==> src/rtl/cmp_zelg_serial_if.sv <==
// Request/result bundle for the serial magnitude comparator.
// The slave side is the comparator, the master side is the requester/consumer.
interface cmp_zelg_serial_if #(
  parameter int p_WIDTH = 32,
  parameter int p_CHUNK = 8
);
  localparam int lp_N  = p_WIDTH / p_CHUNK;
  localparam int lp_CW = $clog2(lp_N + 1);

  logic               i_valid;
  logic               o_ready;
  logic [p_WIDTH-1:0] iv_x;
  logic [p_WIDTH-1:0] iv_y;
  logic               i_signed;
  logic               o_valid;
  logic               i_ready;
  logic               o_zero;
  logic               o_equal;
  logic               o_less;
  logic               o_greater;
  logic [lp_CW-1:0]   ov_cycles;

  modport slave (
    input  i_valid, iv_x, iv_y, i_signed, i_ready,
    output o_ready, o_valid, o_zero, o_equal, o_less, o_greater, ov_cycles
  );

  modport master (
    output i_valid, iv_x, iv_y, i_signed, i_ready,
    input  o_ready, o_valid, o_zero, o_equal, o_less, o_greater, ov_cycles
  );
endinterface

==> src/rtl/cmp_zelg_serial.sv <==
// Multi-cycle zero/equal/less/greater comparator. Operands are compared
// p_CHUNK bits per clock, MSB chunk first, stopping at the first chunk that
// differs. Signed mode flips the sign bit of both operands at capture so the
// unsigned chunk compare yields two's-complement order.
module cmp_zelg_serial #(
  parameter int p_WIDTH = 32,
  parameter int p_CHUNK = 8
) (
  input  logic             i_clk,
  input  logic             i_reset,
  cmp_zelg_serial_if.slave bus
);
  localparam int lp_N  = p_WIDTH / p_CHUNK;
  localparam int lp_CW = $clog2(lp_N + 1);
  localparam logic [p_WIDTH-1:0] lp_MSB = p_WIDTH'(1) << (p_WIDTH - 1);

  typedef enum logic [1:0] {IDLE, RUN, DONE} state_t;

  state_t             state;
  logic [p_WIDTH-1:0] x_r;
  logic [p_WIDTH-1:0] y_r;
  logic               zero_r;
  logic [lp_CW-1:0]   idx;
  logic [lp_CW-1:0]   cnt;
  logic [lp_CW-1:0]   cnt_inc;
  logic [p_CHUNK-1:0] cx;
  logic [p_CHUNK-1:0] cy;
  logic [p_WIDTH-1:0] bias;
  logic               accept;

  assign bias        = bus.i_signed ? lp_MSB : '0;
  assign bus.o_ready = (state == IDLE) && !i_reset;
  assign accept      = bus.i_valid && bus.o_ready;
  assign cx          = x_r[idx*p_CHUNK +: p_CHUNK];
  assign cy          = y_r[idx*p_CHUNK +: p_CHUNK];
  assign cnt_inc     = cnt + lp_CW'(1);

  // Operand capture at accept; zero detect uses the un-biased operands.
  always_ff @(posedge i_clk) begin
    if (accept) begin
      x_r    <= bus.iv_x ^ bias;
      y_r    <= bus.iv_y ^ bias;
      zero_r <= (bus.iv_x == '0) && (bus.iv_y == '0);
    end
  end

  // Control FSM with registered result flags and cycle count.
  always_ff @(posedge i_clk) begin
    if (i_reset) begin
      state         <= IDLE;
      idx           <= '0;
      cnt           <= '0;
      bus.o_valid   <= 1'b0;
      bus.o_zero    <= 1'b0;
      bus.o_equal   <= 1'b0;
      bus.o_less    <= 1'b0;
      bus.o_greater <= 1'b0;
      bus.ov_cycles <= '0;
    end else begin
      case (state)
        IDLE: begin
          if (accept) begin
            idx   <= lp_CW'(lp_N - 1);
            cnt   <= '0;
            state <= RUN;
          end
        end
        RUN: begin
          cnt <= cnt_inc;
          if (cx != cy) begin
            bus.o_greater <= (cx > cy);
            bus.o_less    <= (cx < cy);
            bus.o_equal   <= 1'b0;
            bus.o_zero    <= 1'b0;
            bus.ov_cycles <= cnt_inc;
            bus.o_valid   <= 1'b1;
            state         <= DONE;
          end else if (idx == '0) begin
            bus.o_greater <= 1'b0;
            bus.o_less    <= 1'b0;
            bus.o_equal   <= 1'b1;
            bus.o_zero    <= zero_r;
            bus.ov_cycles <= cnt_inc;
            bus.o_valid   <= 1'b1;
            state         <= DONE;
          end else begin
            idx <= idx - lp_CW'(1);
          end
        end
        DONE: begin
          if (bus.i_ready) begin
            bus.o_valid <= 1'b0;
            state       <= IDLE;
          end
        end
        default: state <= IDLE;
      endcase
    end
  end
endmodule

==> src/flat_wrapper.sv <==
// flat-port wrapper written by rule: the top's interface ports become plain ports
module cmp_zelg_serial_flat 
#(
  parameter int p_WIDTH = 32,
  parameter int p_CHUNK = 8
)
  (i_clk, i_reset, bus_i_valid, bus_iv_x, bus_iv_y, bus_i_signed, bus_i_ready, bus_o_ready, bus_o_valid, bus_o_zero, bus_o_equal, bus_o_less, bus_o_greater, bus_ov_cycles);
  cmp_zelg_serial_if #(.p_WIDTH(p_WIDTH), .p_CHUNK(p_CHUNK)) bus_i ();
  input  logic i_clk;
  input  logic i_reset;
  input wire logic [$bits(bus_i.i_valid)-1:0] bus_i_valid;
  input wire logic [$bits(bus_i.iv_x)-1:0] bus_iv_x;
  input wire logic [$bits(bus_i.iv_y)-1:0] bus_iv_y;
  input wire logic [$bits(bus_i.i_signed)-1:0] bus_i_signed;
  input wire logic [$bits(bus_i.i_ready)-1:0] bus_i_ready;
  output wire logic [$bits(bus_i.o_ready)-1:0] bus_o_ready;
  output wire logic [$bits(bus_i.o_valid)-1:0] bus_o_valid;
  output wire logic [$bits(bus_i.o_zero)-1:0] bus_o_zero;
  output wire logic [$bits(bus_i.o_equal)-1:0] bus_o_equal;
  output wire logic [$bits(bus_i.o_less)-1:0] bus_o_less;
  output wire logic [$bits(bus_i.o_greater)-1:0] bus_o_greater;
  output wire logic [$bits(bus_i.ov_cycles)-1:0] bus_ov_cycles;
  assign bus_i.i_valid = bus_i_valid;
  assign bus_i.iv_x = bus_iv_x;
  assign bus_i.iv_y = bus_iv_y;
  assign bus_i.i_signed = bus_i_signed;
  assign bus_i.i_ready = bus_i_ready;
  assign bus_o_ready = bus_i.o_ready;
  assign bus_o_valid = bus_i.o_valid;
  assign bus_o_zero = bus_i.o_zero;
  assign bus_o_equal = bus_i.o_equal;
  assign bus_o_less = bus_i.o_less;
  assign bus_o_greater = bus_i.o_greater;
  assign bus_ov_cycles = bus_i.ov_cycles;
  cmp_zelg_serial #(.p_WIDTH(p_WIDTH), .p_CHUNK(p_CHUNK)) u_core (.i_clk(i_clk), .i_reset(i_reset), .bus(bus_i));
endmodule
==> config.mk <==
export PLATFORM = sky130hd
export DESIGN_NAME = cmp_zelg_serial_flat
export DESIGN_NICKNAME = d
export VERILOG_FILES = /design/src/rtl/cmp_zelg_serial_if.sv /design/src/rtl/cmp_zelg_serial.sv /design/src/flat_wrapper.sv
export SDC_FILE = /design/constraint.sdc
export NUM_CORES = 1
export LEC_CHECK = 0
export ABC_CLOCK_PERIOD_IN_PS = 3050
export BUFFER_PORTS_ARGS = -buffer_cell sky130_fd_sc_hd__buf_4
export CORE_ASPECT_RATIO = 1.2
export CORE_MARGIN = 4
export CORE_UTILIZATION = 47
export DETAILED_ROUTE_END_ITERATION = 10
export GPL_TIMING_DRIVEN = 0
export PLACE_DENSITY = 0.73
export SETUP_SLACK_MARGIN = 0.2
export SLEW_MARGIN = 20
export SYNTH_ARGS = -nofsm -noshare
export SYNTH_HDL_FRONTEND = slang
export SYNTH_SLANG_ARGS = --single-unit
==> constraint.sdc <==
create_clock -name i_clk -period 3.05 [get_ports i_clk]
set_input_delay 0.7625 -clock i_clk [delete_from_list [all_inputs] [get_ports i_clk]]
set_output_delay 0.7625 -clock i_clk [all_outputs]
set_load 0.02 [all_outputs]
**Yosys cells after proc, flatten, opt, wreduce, memory -nomap -nowiden**

Index checks and enable logic that the tools add are counted.

- Eq/ne operators: 8
- Reductions and logical operators: 16
- $add $sub $neg: 2
- Bitwise logic cells: 2
- Shift operators: 2
- Magnitude comparators: 2
- Muxes and demuxes: 24

Operators by type and width:

| cell | count |
|---|---|
| $logic_not A32 Y1 | 2 |
| $shiftx A32 B7 Y8 | 2 |
| $xor A32 B32 Y32 | 2 |
| $mux W32 | 1 |
| $mux W3 | 6 |
| $pmux W3 S2 | 2 |
| $mux W1 | 9 |
| $gt A8 B8 Y1 | 1 |
| $lt A8 B8 Y1 | 1 |
| $mux W2 | 4 |
| $ne A8 B8 Y1 | 1 |
| $ne A2 B2 Y1 const B | 3 |
| $pmux W2 S3 | 1 |
| $reduce_and A3 Y1 | 2 |
| $reduce_bool A2 Y1 | 3 |
| $reduce_and A2 Y1 | 2 |
| $reduce_and A4 Y1 | 1 |
| $add A3 B1 Y3 const B | 1 |
| $logic_and A1 B1 Y1 | 3 |
| $logic_not A3 Y1 | 1 |
| $ne A3 B1 Y1 const B | 1 |
| $sub A3 B1 Y3 const B | 1 |
| $eq A2 B1 Y1 const B | 1 |
| $eq A2 B2 Y1 const B | 1 |
| other kinds (4) | 4 |

- Output and inout port bits: 9
- Logic and storage cells: 68
- Register bits: 81

**Depth between registers and ports, before layout**

Gate-level depths: netlist of the first run.

- Depth in word-level cells: 5
- Depth in mapped cells: 11
- Gate-level depth less buffers: 8

**Worst setup path after synthesis of the first run**

OpenSTA, ideal clock, no wires.

- Path kind: input-to-reg
- From: input port i_reset
- To: register u_core.x_r[0] (enable)
- Cell stages on the path: 3
- Buffers on the path: 1
- Path slack: -0.216 ns
- Library setup time: 0.430 ns
- Arrival time: 2.837 ns
- Data required time: 2.620 ns
- Cell sequence: buf_6 nor2b_1 and2_1

- Word-level cells in the longest chain between the ends: 3

RTL lines:

| item | line | text |
|---|---|---|
| start, declared | flat_wrapper.sv:10 | `input logic i_reset;` |
| $logic_not A1 Y1 | cmp_zelg_serial.sv:32 | `assign bus.o_ready = (state == IDLE) && !i_reset;` |
| $logic_and A1 B1 Y1 | cmp_zelg_serial.sv:32 |  |
| net bus_o_ready | flat_wrapper.sv:16 | `output wire logic [$bits(bus_i.o_ready)-1:0] bus_o_ready;` |
| $logic_and A1 B1 Y1 | cmp_zelg_serial.sv:33 | `assign accept = bus.i_valid && bus.o_ready;` |
| net u_core.accept | cmp_zelg_serial.sv:29 | `logic accept;` |
| end signal, assigned | cmp_zelg_serial.sv:41 | `x_r <= bus.iv_x ^ bias;` |
| end, declared | cmp_zelg_serial.sv:20 | `logic [p_WIDTH-1:0] x_r;` |

The timed path passes the listed nets, and every way through them passes these cells.
A chain may end at the register's enable or synchronous reset.

**Worst setup path after layout of the first run**

- From: register u_core.idx[0]
- To: register u_core.idx[1]

- Word-level cells in the longest chain between the ends: 4

RTL lines:

| item | line | text |
|---|---|---|
| start, declared | cmp_zelg_serial.sv:23 | `logic [lp_CW-1:0] idx;` |
| start signal, assigned | cmp_zelg_serial.sv:63 | `idx <= lp_CW'(lp_N - 1);` |
| start signal, assigned | cmp_zelg_serial.sv:87 | `idx <= idx - lp_CW'(1);` |
| $shiftx A32 B7 Y8 (tied with other cells) | cmp_zelg_serial.sv:34 | `assign cx = x_r[idx*p_CHUNK +: p_CHUNK];` |
| $ne A8 B8 Y1 or $mux W3 (tied branches) | cmp_zelg_serial.sv:70, cmp_zelg_serial.sv:78 |  |
| $ne A2 B2 Y1 (no line) or $mux W3 (tied branches) | - |  |
| $reduce_and A4 Y1 (no line) or $pmux W3 S2 (tied branches) | - |  |

Several ways; a longest one is shown, not always the timed one. The select of a mux whose other input is x is not followed.

==> flow_metrics.env, run 1 <==
export IMPL_leakage_nw=1.68
export IMPL_max_cap_violations=0
export IMPL_clk_latency_ns=0.34
export IMPL_path_clk_slew_ns=0.08
export IMPL_grt_pass1_vias=2494
export IMPL_regToRegSetupSlack_ns=0.23
export IMPL_ys_ff_latch=81
export IMPL_die_height_um=104
export IMPL_drcViolationCount=0
export IMPL_total_power_w=0.00376
export IMPL_placed_area_um2=4280
export IMPL_vias_per_cell=5.66
export IMPL_synth_top_area_share_pct=54.2
export IMPL_dp_slack_ns=-0.151
export IMPL_final_util_pct=62.2
export IMPL_firstDrtPassIters=5
export IMPL_fmax_mhz=355
export IMPL_grt_first_pass_wirelength_um=12300
export IMPL_hold_class="register to register"
export IMPL_yosysWarnings=0
export IMPL_status="complete, no violations"
export IMPL_synthTopCellsByArea="edfxtp_1 54%, mux4_2 10%, dfxtp_1 8.9%"
export IMPL_numCtsBuffers=9
export IMPL_tightest_slew_ns=0.855
export IMPL_rows=34
export IMPL_syn_area_um2=3600
export IMPL_avgRoutedWirePerCell_um=18.7
export IMPL_hpwlAfterDp_um=5880
export IMPL_rsz0062_at_grt="true"
export IMPL_grt_max_degree=66
export IMPL_synth_seq_area_share_pct=63.1
export IMPL_vias=2404
export IMPL_diodes=0
export IMPL_syn_avg_cell_area_um2=15.1
export IMPL_start_kind="register"
export IMPL_swShare_pct=33.2
export IMPL_ant_nets=0
export IMPL_critPathSlowestCell="or4b_1"
export IMPL_synthFlopType="edfxtp_1"
export IMPL_slowest_delay_ns=0.53
export IMPL_globalplace_congestion=0.825
export IMPL_critPathKind="register to register"
export IMPL_cts_tree="done"
export IMPL_irDropWorstVdd_mv=0.441
export IMPL_antenna_found_initial=0
export IMPL_finalCritPeriodShare_pct=92.5
export IMPL_portBuffers=76
export IMPL_grt_use_total_pct=18.0
export IMPL_hold_depth=2
export IMPL_cp_num_buf_inv=3
export IMPL_synth_top_cell_by_area="edfxtp_1"
export IMPL_die_area_um2=9130
export IMPL_drive_above_1_share_pct=38.8
export IMPL_fp_coreArea_um2=7360
export IMPL_cpLargestDelayFamily="simple AND/OR/NAND/NOR gates"
export IMPL_setup_violations=0
export IMPL_synth_distinct_cells=35
export IMPL_cts_root_buf="clkbuf_8"
export IMPL_hold_viol_final=0
export IMPL_ios=78
export IMPL_start_util_pct=48.9
export IMPL_synth_edf_count=65
export IMPL_max_slew_margin_pct=43.0
export IMPL_period_needed_ns=2.82
export IMPL_async_flop_share_pct=0
export IMPL_path_depth=11
export IMPL_setup_ws_ns=0.230
export IMPL_die_w_um=87.9
export IMPL_setup_worst_path_end_class="register"
export IMPL_clock_skew_ns=0.00792
export IMPL_worstRegToRegCells=11
export IMPL_synth_most_common_cell="edfxtp_1"
export IMPL_p_int_w=0.00251
export IMPL_slew_viol_final=0
export IMPL_clkSinkCount=81
export IMPL_worstPathCellList="buf_8, buf_12, mux4_2, and2b_2, ha_4, nand4_1, or4b_1, buf_6, a21oi_4, nor2_1, a211oi_1"
export IMPL_crit_required_ns=3.31
export IMPL_synthesis_nets=323
export IMPL_p_switching_w=0.00125
export IMPL_worst_path_max_fanout=6
export IMPL_htree_levels=3
export IMPL_clockPowerShare_pct=17.1
export IMPL_cts_buffer_depth=2
export IMPL_area_growth_pct=27.1
export IMPL_critical_path_arrival_ns=3.08
export IMPL_grt_overflow=0
export IMPL_fillers=581
export IMPL_drtIter0Drc=111
export IMPL_p_seq_share_pct=39.3
export IMPL_wl_um=7940
export IMPL_pwr_share_comb_pct=43.6
export IMPL_fin_area_um2=4570
export IMPL_ys_top_cells_by_count="65 x edfxtp_1, 17 x nor4_1, 16 x dfxtp_1, 16 x mux4_2, 15 x ha_1"
export IMPL_powerDensity_nw_per_um2=822
export IMPL_fin_nets=416
export IMPL_netlist_instances=239
==> placed cells by master (no fill, tap or decap), types with 2 or more instances in the layout <==
cell / Yosys / final
edfxtp_1: 65 / 65
nor4_1: 17 / 17
buf_8: 0 / 2
nand4_1: 6 / 6
inv_1: 7 / 7
nand3_1: 6 / 6
nor2_1: 14 / 13
buf_6: 4 / 3
mux2i_1: 2 / 2
clkbuf_8: 0 / 9
nor3_1: 2 / 2
o21ai_0: 4 / 4
buf_4: 0 / 80
a211oi_1: 5 / 5
xor2_1: 2 / 2
a21boi_0: 2 / 2
a21oi_1: 10 / 10
nand2_1: 6 / 6
ha_1: 15 / 13
ha_4: 0 / 2
clkbuf_1: 3 / 3
and2b_2: 6 / 6
nand2b_1: 13 / 13
clkinv_2: 0 / 2
dfxtp_1: 16 / 15
a21oi_4: 1 / 2
nor2b_1: 4 / 4
mux4_2: 16 / 16
==> routing by layer <==
layer	up-vias	part of all wire (%)	global-route usage, %
met3	8	6.6	4.36
met2	83	54	31.0
li1	1123	-	-
met4	0	1.1	4.93
met5	-	0	0
met1	1190	38	22.3
==> metrics by stage <==
| step | hold WS [ns] | setup TNS, ns | cells |
|---|---|---|---|
| floorplan | 0.454 | 0 | 239 |
| global placement | 0.455 | -0.471 | 405 |
| detailed placement | 0.460 | -0.414 | 405 |
| CTS | 0.472 | 0 | 422 |
| global route | 0.497 | 0 | 425 |
| finish | 0.470 | 0 | 425 |
==> final timing paths <==
check	start	endpoint
setup / recovery	u_core.idx[0]$_SDFFE_PP0P_	u_core.idx[1]$_SDFFE_PP0P_
hold / removal	u_core.bus.o_zero$_SDFFE_PP0P_	u_core.bus.o_zero$_SDFFE_PP0P_
setup reg to reg	u_core.idx[0]$_SDFFE_PP0P_	u_core.idx[1]$_SDFFE_PP0P_
hold reg to reg	u_core.bus.o_zero$_SDFFE_PP0P_	u_core.bus.o_zero$_SDFFE_PP0P_
==> power groups by stage <==
stage | sequential, W | combinational [W] | clock (W)
finish | 0.00148 | 0.00164 | 0.000643
global route | 0.00149 | 0.00183 | 0.000696
CTS | 0.00148 | 0.00154 | 0.000650
detailed placement | 0.00150 | 0.00143 | 0
global placement | 0.00149 | 0.00139 | 0
floorplan | 0.00151 | 0.00102 | 0
==> flip-flops by register name (all words and copies together), names as in the netlist, 2 cells and up <==
signal / cells
u_core.state: 2
u_core.cnt: 3
u_core.x_r: 32
u_core.idx: 3
u_core.bus.ov_cycles: 3
u_core.y_r: 32
==> tightest hold or removal path, stage by stage, from the launching register on <==
cell and delay, ns:
dfxtp_1 0.31, nand2b_1 0.06, a21oi_1 0.05
==> cell type report <==
class | instances | area [um^2] | share of cell area, %
buffer | 8 | 83.8 | 1.83
clock buffer | 10 | 128 | 2.79
clock inverter | 4 | 22.5 | 0.492
inverter | 7 | 26.3 | 0.574
multi-input combinational | 143 | 1290 | 28.1
sequential | 81 | 2270 | 49.7
tap | 90 | 113 | 2.46
timing repair buffer | 82 | 641 | 14.0
==> repair_timing <==
action	CTS	global route
resized for setup	10	6
endpoints found under the setup margin	13	13
pin swaps	1	5
cloned	0	1
setup buffers	3	2
hold buffers	0	0
==> cell families after synthesis <==
family	count (synthesis)	share of synthesized area (%)
buffers and inverters	15	2.43
adders and majority gates	15	5.22
DFF	81	63.1
muxes	18	10.6
AOI/OAI and AO/OA	28	5.25
and+or+nand+nor	79	12.7
xor gates and xnor gates	3	0.730
(Power assumes the default switching activity.)
==> run 2: changes to the inputs <==
Settings changed: BUFFER_PORTS_ARGS -buffer_cell sky130_fd_sc_hd__buf_4 to -buffer_cell sky130_fd_sc_hd__buf_2.
==> flow_metrics.env, run 2 (synthesis results as in run 1) <==
export IMPL_grt_overflow=0
export IMPL_fin_nets=419
export IMPL_critical_path_arrival_ns=3.20
export IMPL_grt_use_total_pct=18.0
export IMPL_fmax_mhz=343
export IMPL_fp_coreArea_um2=7360
export IMPL_critPathKind="register to register"
export IMPL_avgRoutedWirePerCell_um=17.9
export IMPL_crit_required_ns=3.33
export IMPL_wl_um=7680
export IMPL_leakage_nw=1.64
export IMPL_die_height_um=104
export IMPL_setup_violations=0
export IMPL_max_slew_margin_pct=42.3
export IMPL_ant_nets=0
export IMPL_setup_worst_path_end_class="register"
export IMPL_slew_viol_final=0
export IMPL_cts_buffer_depth=2
export IMPL_numCtsBuffers=9
export IMPL_clock_skew_ns=0.0135
export IMPL_htree_levels=3
export IMPL_vias_per_cell=5.52
export IMPL_powerDensity_nw_per_um2=853
export IMPL_layout_commonest_cell="buf_2"
export IMPL_start_kind="register"
export IMPL_grt_first_pass_wirelength_um=12200
export IMPL_hold_ws_ns=0.466
export IMPL_firstDrtPassIters=4
export IMPL_hold_viol_final=0
export IMPL_dp_slack_ns=-0.202
export IMPL_antenna_found_initial=0
export IMPL_wl_met3_um=388
export IMPL_die_area_um2=9130
export IMPL_period_needed_ns=2.92
export IMPL_start_util_pct=48.9
export IMPL_globalplace_congestion=0.871
export IMPL_drtIter0Drc=125
export IMPL_rows=34
export IMPL_ios=78
export IMPL_dp_cells=405
export IMPL_reg_top3="u_core.x_r (32), u_core.y_r (32)"
export IMPL_grt_pass1_vias=2521
export IMPL_worst_path_max_fanout=6
export IMPL_hold_class="register to register"
export IMPL_max_cap_violations=0
export IMPL_status="complete, no violations"
export IMPL_final_util_pct=60.3
export IMPL_cts_tree="done"
export IMPL_die_w_um=87.9
export IMPL_wl_met2_um=4130
export IMPL_vias=2373
export IMPL_final_cell_mix="76 x buf_2, 65 x edfxtp_1, 17 x nor4_1"
export IMPL_clkSinkCount=81
export IMPL_finalCritPeriodShare_pct=95.7
export IMPL_rsz0062_at_grt="true"
export IMPL_clk_latency_ns=0.36
export IMPL_area_growth_pct=23.2
export IMPL_path_clk_slew_ns=0.08
export IMPL_wirelength_met1_um=3000
export IMPL_setup_ws_ns=0.131
export IMPL_grt_max_degree=66
export IMPL_portBuffers=76
export IMPL_tightest_slew_ns=0.865
export IMPL_hpwlAfterDp_um=5700
export IMPL_cts_root_buf="clkbuf_8"
export IMPL_highest_layer="met4"
export IMPL_irDropWorstVdd_mv=0.423
export IMPL_fin_cells=430
export IMPL_diodes=0
export IMPL_fillers=596
export IMPL_drive_above_1_share_pct=41.2
export IMPL_drcViolationCount=0
[run 2: cell count changes in the layout (fill, tap and decap cells not counted), moves of 2 or more]
cell / change
buf_4: -72
clkinvlp_4: +3
buf_2: +76
clkinv_2: -2
[run 2: repair_timing]
action / in CTS / in global routing
setup buffers: 6 / 3
pin swaps: 5 / 4
resized for setup: 10 / 10
endpoints found under the hold margin: 0 / 0
hold buffers: 0 / 0
cloned: 0 / 0
endpoints found under the setup margin: 13 / 13
[run 2: layout make-up]
class	count	area [um^2]	share of cell area, %
tap	90	113	2.54
inverter	7	26.3	0.593
clock inverter	7	55.1	1.24
multi-input combinational	143	1300	29.3
timing repair buffer	85	455	10.3
buffer	8	88.8	2.00
sequential	81	2270	51.3
clock buffer	9	124	2.79
[run 2: path summary, 6_finish.rpt]
kind	slack, ns	to	start	depth (start not counted)
setup reg to reg	0.13	u_core.bus.o_valid$_SDFFE_PP0P_	u_core.idx[0]$_SDFFE_PP0P_	12
setup / recovery	0.13	u_core.bus.o_valid$_SDFFE_PP0P_	u_core.idx[0]$_SDFFE_PP0P_	12
hold / removal	0.47	u_core.bus.o_zero$_SDFFE_PP0P_	u_core.bus.o_zero$_SDFFE_PP0P_	2
hold reg to reg	0.47	u_core.bus.o_zero$_SDFFE_PP0P_	u_core.bus.o_zero$_SDFFE_PP0P_	2
[run 2: report_power, final]
| group | internal, W | switching (W) |
|---|---|---|
| clock | 0.000302 | 0.000403 |
| sequential | 0.00141 | 0.0000642 |
| combinational | 0.000786 | 0.000816 |
[run 2: worst max-delay path, cell delays in order (launching register included)]
cell and delay, ns:
dfxtp_2 0.34, buf_12 0.10, buf_12 0.11, mux4_2 0.52, and2b_2 0.24, ha_4 0.27, nand4_1 0.20, or4b_4 0.57
buf_6 0.15, buf_4 0.14, nand3_2 0.07, a2bb2oi_2 0.05, nor2_1 0.09
[run 2: per-layer routing]
metal	up-vias	track usage (%)
met5	-	0
met4	0	8.44
met3	13	3.25
met2	80	31.0
met1	1142	21.3
li1	1138	-
[run 2: per-stage QoR]
step	total power, W	setup TNS [ns]	instance area (um^2)
floorplan	0.00252	0	3600
global placement	0.00283	-0.306	4090
detailed placement	0.00288	-0.850	4090
CTS	0.00370	0	4360
global route	0.00406	-0.0114	4430
finish	0.00378	0	4430
==> run 3: changes to the inputs <==
Settings changed: CORE_UTILIZATION 47 to 30, PLACE_DENSITY 0.73 to 0.51, SETUP_SLACK_MARGIN 0.2 to unset.
==> flow_metrics.env, run 3 (synthesis results as in run 1) <==
export IMPL_status="complete, no violations"
export IMPL_grt_use_total_pct=12.8
export IMPL_final_cell_mix="76 x buf_2, 65 x edfxtp_1, 17 x nor4_1"
export IMPL_worst_path_max_fanout=10
export IMPL_fmax_mhz=343
export IMPL_ant_nets=0
export IMPL_grt_max_degree=51
export IMPL_critPathKind="register to register"
export IMPL_layout_commonest_cell="buf_2"
export IMPL_fp_coreArea_um2=11700
export IMPL_critical_path_arrival_ns=3.16
export IMPL_hold_ws_ns=0.468
export IMPL_die_w_um=108
export IMPL_dp_cells=473
export IMPL_firstDrtPassIters=4
export IMPL_vias=2315
export IMPL_worstPathCellList="buf_12, buf_12, mux4_2, and2b_2, ha_4, nand4_1, or4b_4, buf_6, a21oi_4, nor2_1, a211oi_2"
export IMPL_start_kind="register"
export IMPL_leakage_nw=1.66
export IMPL_finalCritPeriodShare_pct=95.7
export IMPL_cp_common_cell="buf_12"
export IMPL_die_height_um=128
export IMPL_powerDensity_nw_per_um2=869
export IMPL_drive_above_1_share_pct=39.2
export IMPL_ios=78
export IMPL_die_area_um2=13800
export IMPL_slew_viol_final=0
export IMPL_cts_buffer_depth=2
export IMPL_period_needed_ns=2.92
export IMPL_tightest_slew_ns=0.530
export IMPL_postCtsHoldBufs=0
export IMPL_wl_um=8450
export IMPL_numCtsBuffers=9
export IMPL_drtIter0Drc=112
export IMPL_reg_top3="u_core.x_r (32), u_core.y_r (32)"
export IMPL_antenna_found_initial=0
export IMPL_rows=43
export IMPL_fin_cells=491
export IMPL_cts_tree="done"
export IMPL_slowest_delay_ns=0.56
export IMPL_fin_area_um2=4540
export IMPL_max_cap_violations=0
export IMPL_irDropWorstVdd_mv=0.295
export IMPL_drcViolationCount=0
export IMPL_path_clk_slew_ns=0.06
export IMPL_diodes=0
export IMPL_fin_nets=413
export IMPL_hpwlAfterDp_um=6440
export IMPL_critPathSlowestCell="or4b_4"
export IMPL_htree_levels=3
export IMPL_start_util_pct=30.8
export IMPL_hold_viol_final=0
export IMPL_placed_area_um2=4210
export IMPL_max_slew_margin_pct=64.4
export IMPL_clock_skew_ns=0.00790
export IMPL_crit_required_ns=3.29
export IMPL_portBuffers=76
export IMPL_grt_pass1_vias=2456
export IMPL_area_growth_pct=26.3
export IMPL_setup_violations=0
export IMPL_clk_latency_ns=0.33
export IMPL_vias_per_cell=4.71
export IMPL_setup_worst_path_end_class="register"
export IMPL_grt_first_pass_wirelength_um=13000
export IMPL_globalplace_congestion=0.773
export IMPL_clkSinkCount=81
export IMPL_avgRoutedWirePerCell_um=17.2
export IMPL_hold_class="register to register"
export IMPL_cts_root_buf="clkbuf_16"
export IMPL_grt_overflow=0
[run 3: timing repair]
item,in CTS,in global routing
gates resized for setup,6,8
setup buffers,3,0
setup endpoints to repair,8,6
pin swaps,0,3
[run 3: where the power goes]
part / leakage, nW / internal (W) / switching [W]
Combinational: 0.794 / 0.000718 / 0.000766
Sequential: 0.733 / 0.00141 / 0.0000888
Clock: 0.130 / 0.000545 / 0.000418
[run 3: worst max-delay path, delay by kind of cell, from the launching register on]
| family | cells | cell delay (ns) |
|---|---|---|
| flops | 1 | 0.34 |
| compound gates | 2 | 0.31 |
| simple gates | 4 | 1.01 |
| buf+inv | 3 | 0.39 |
| mux | 1 | 0.51 |
| fa+ha+maj | 1 | 0.27 |
[run 3: metal layers]
layer	part of all wire (%)	vias up	routed length, um	track usage (%)
li1	-	1116	-	-
met1	41	1127	3450	15.1
met2	53	61	4480	22.4
met3	4.4	11	370	3.12
met4	1.8	0	149	4.90
met5	0	-	0	0
[run 3: path summary, 6_finish.rpt]
check	start	endpoint	slack (ns)	cells past startpoint
min	u_core.bus.o_less$_SDFFE_PP0P_	u_core.bus.o_less$_SDFFE_PP0P_	0.47	2
min reg2reg	u_core.bus.o_less$_SDFFE_PP0P_	u_core.bus.o_less$_SDFFE_PP0P_	0.47	2
max reg2reg	u_core.idx[0]$_SDFFE_PP0P_	u_core.idx[0]$_SDFFE_PP0P_	0.13	11
max	u_core.idx[0]$_SDFFE_PP0P_	u_core.idx[0]$_SDFFE_PP0P_	0.13	11
[run 3: layout make-up]
cell class / count / area, um^2
clock inverter: 6 / 35.0
tap: 157 / 196
sequential: 81 / 2270
clock buffer: 10 / 229
timing repair buffer: 80 / 430
multi-input combinational: 143 / 1270
inverter: 7 / 26.3
buffer: 7 / 81.3
fill: 1137 / 7130
[run 3: per-stage QoR]
stage / total power, W / util (%) / setup TNS (ns) / setup WS, ns
floorplan: 0.00252 / - / 0 / 0.234
global placement: 0.00288 / 35.8 / -0.908 / -0.238
detailed placement: 0.00292 / 36.0 / -0.720 / -0.226
CTS: 0.00396 / 38.6 / 0 / 0.0620
global route: 0.00420 / 38.9 / -0.00256 / -0.00256
finish: 0.00395 / 38.9 / 0 / 0.130
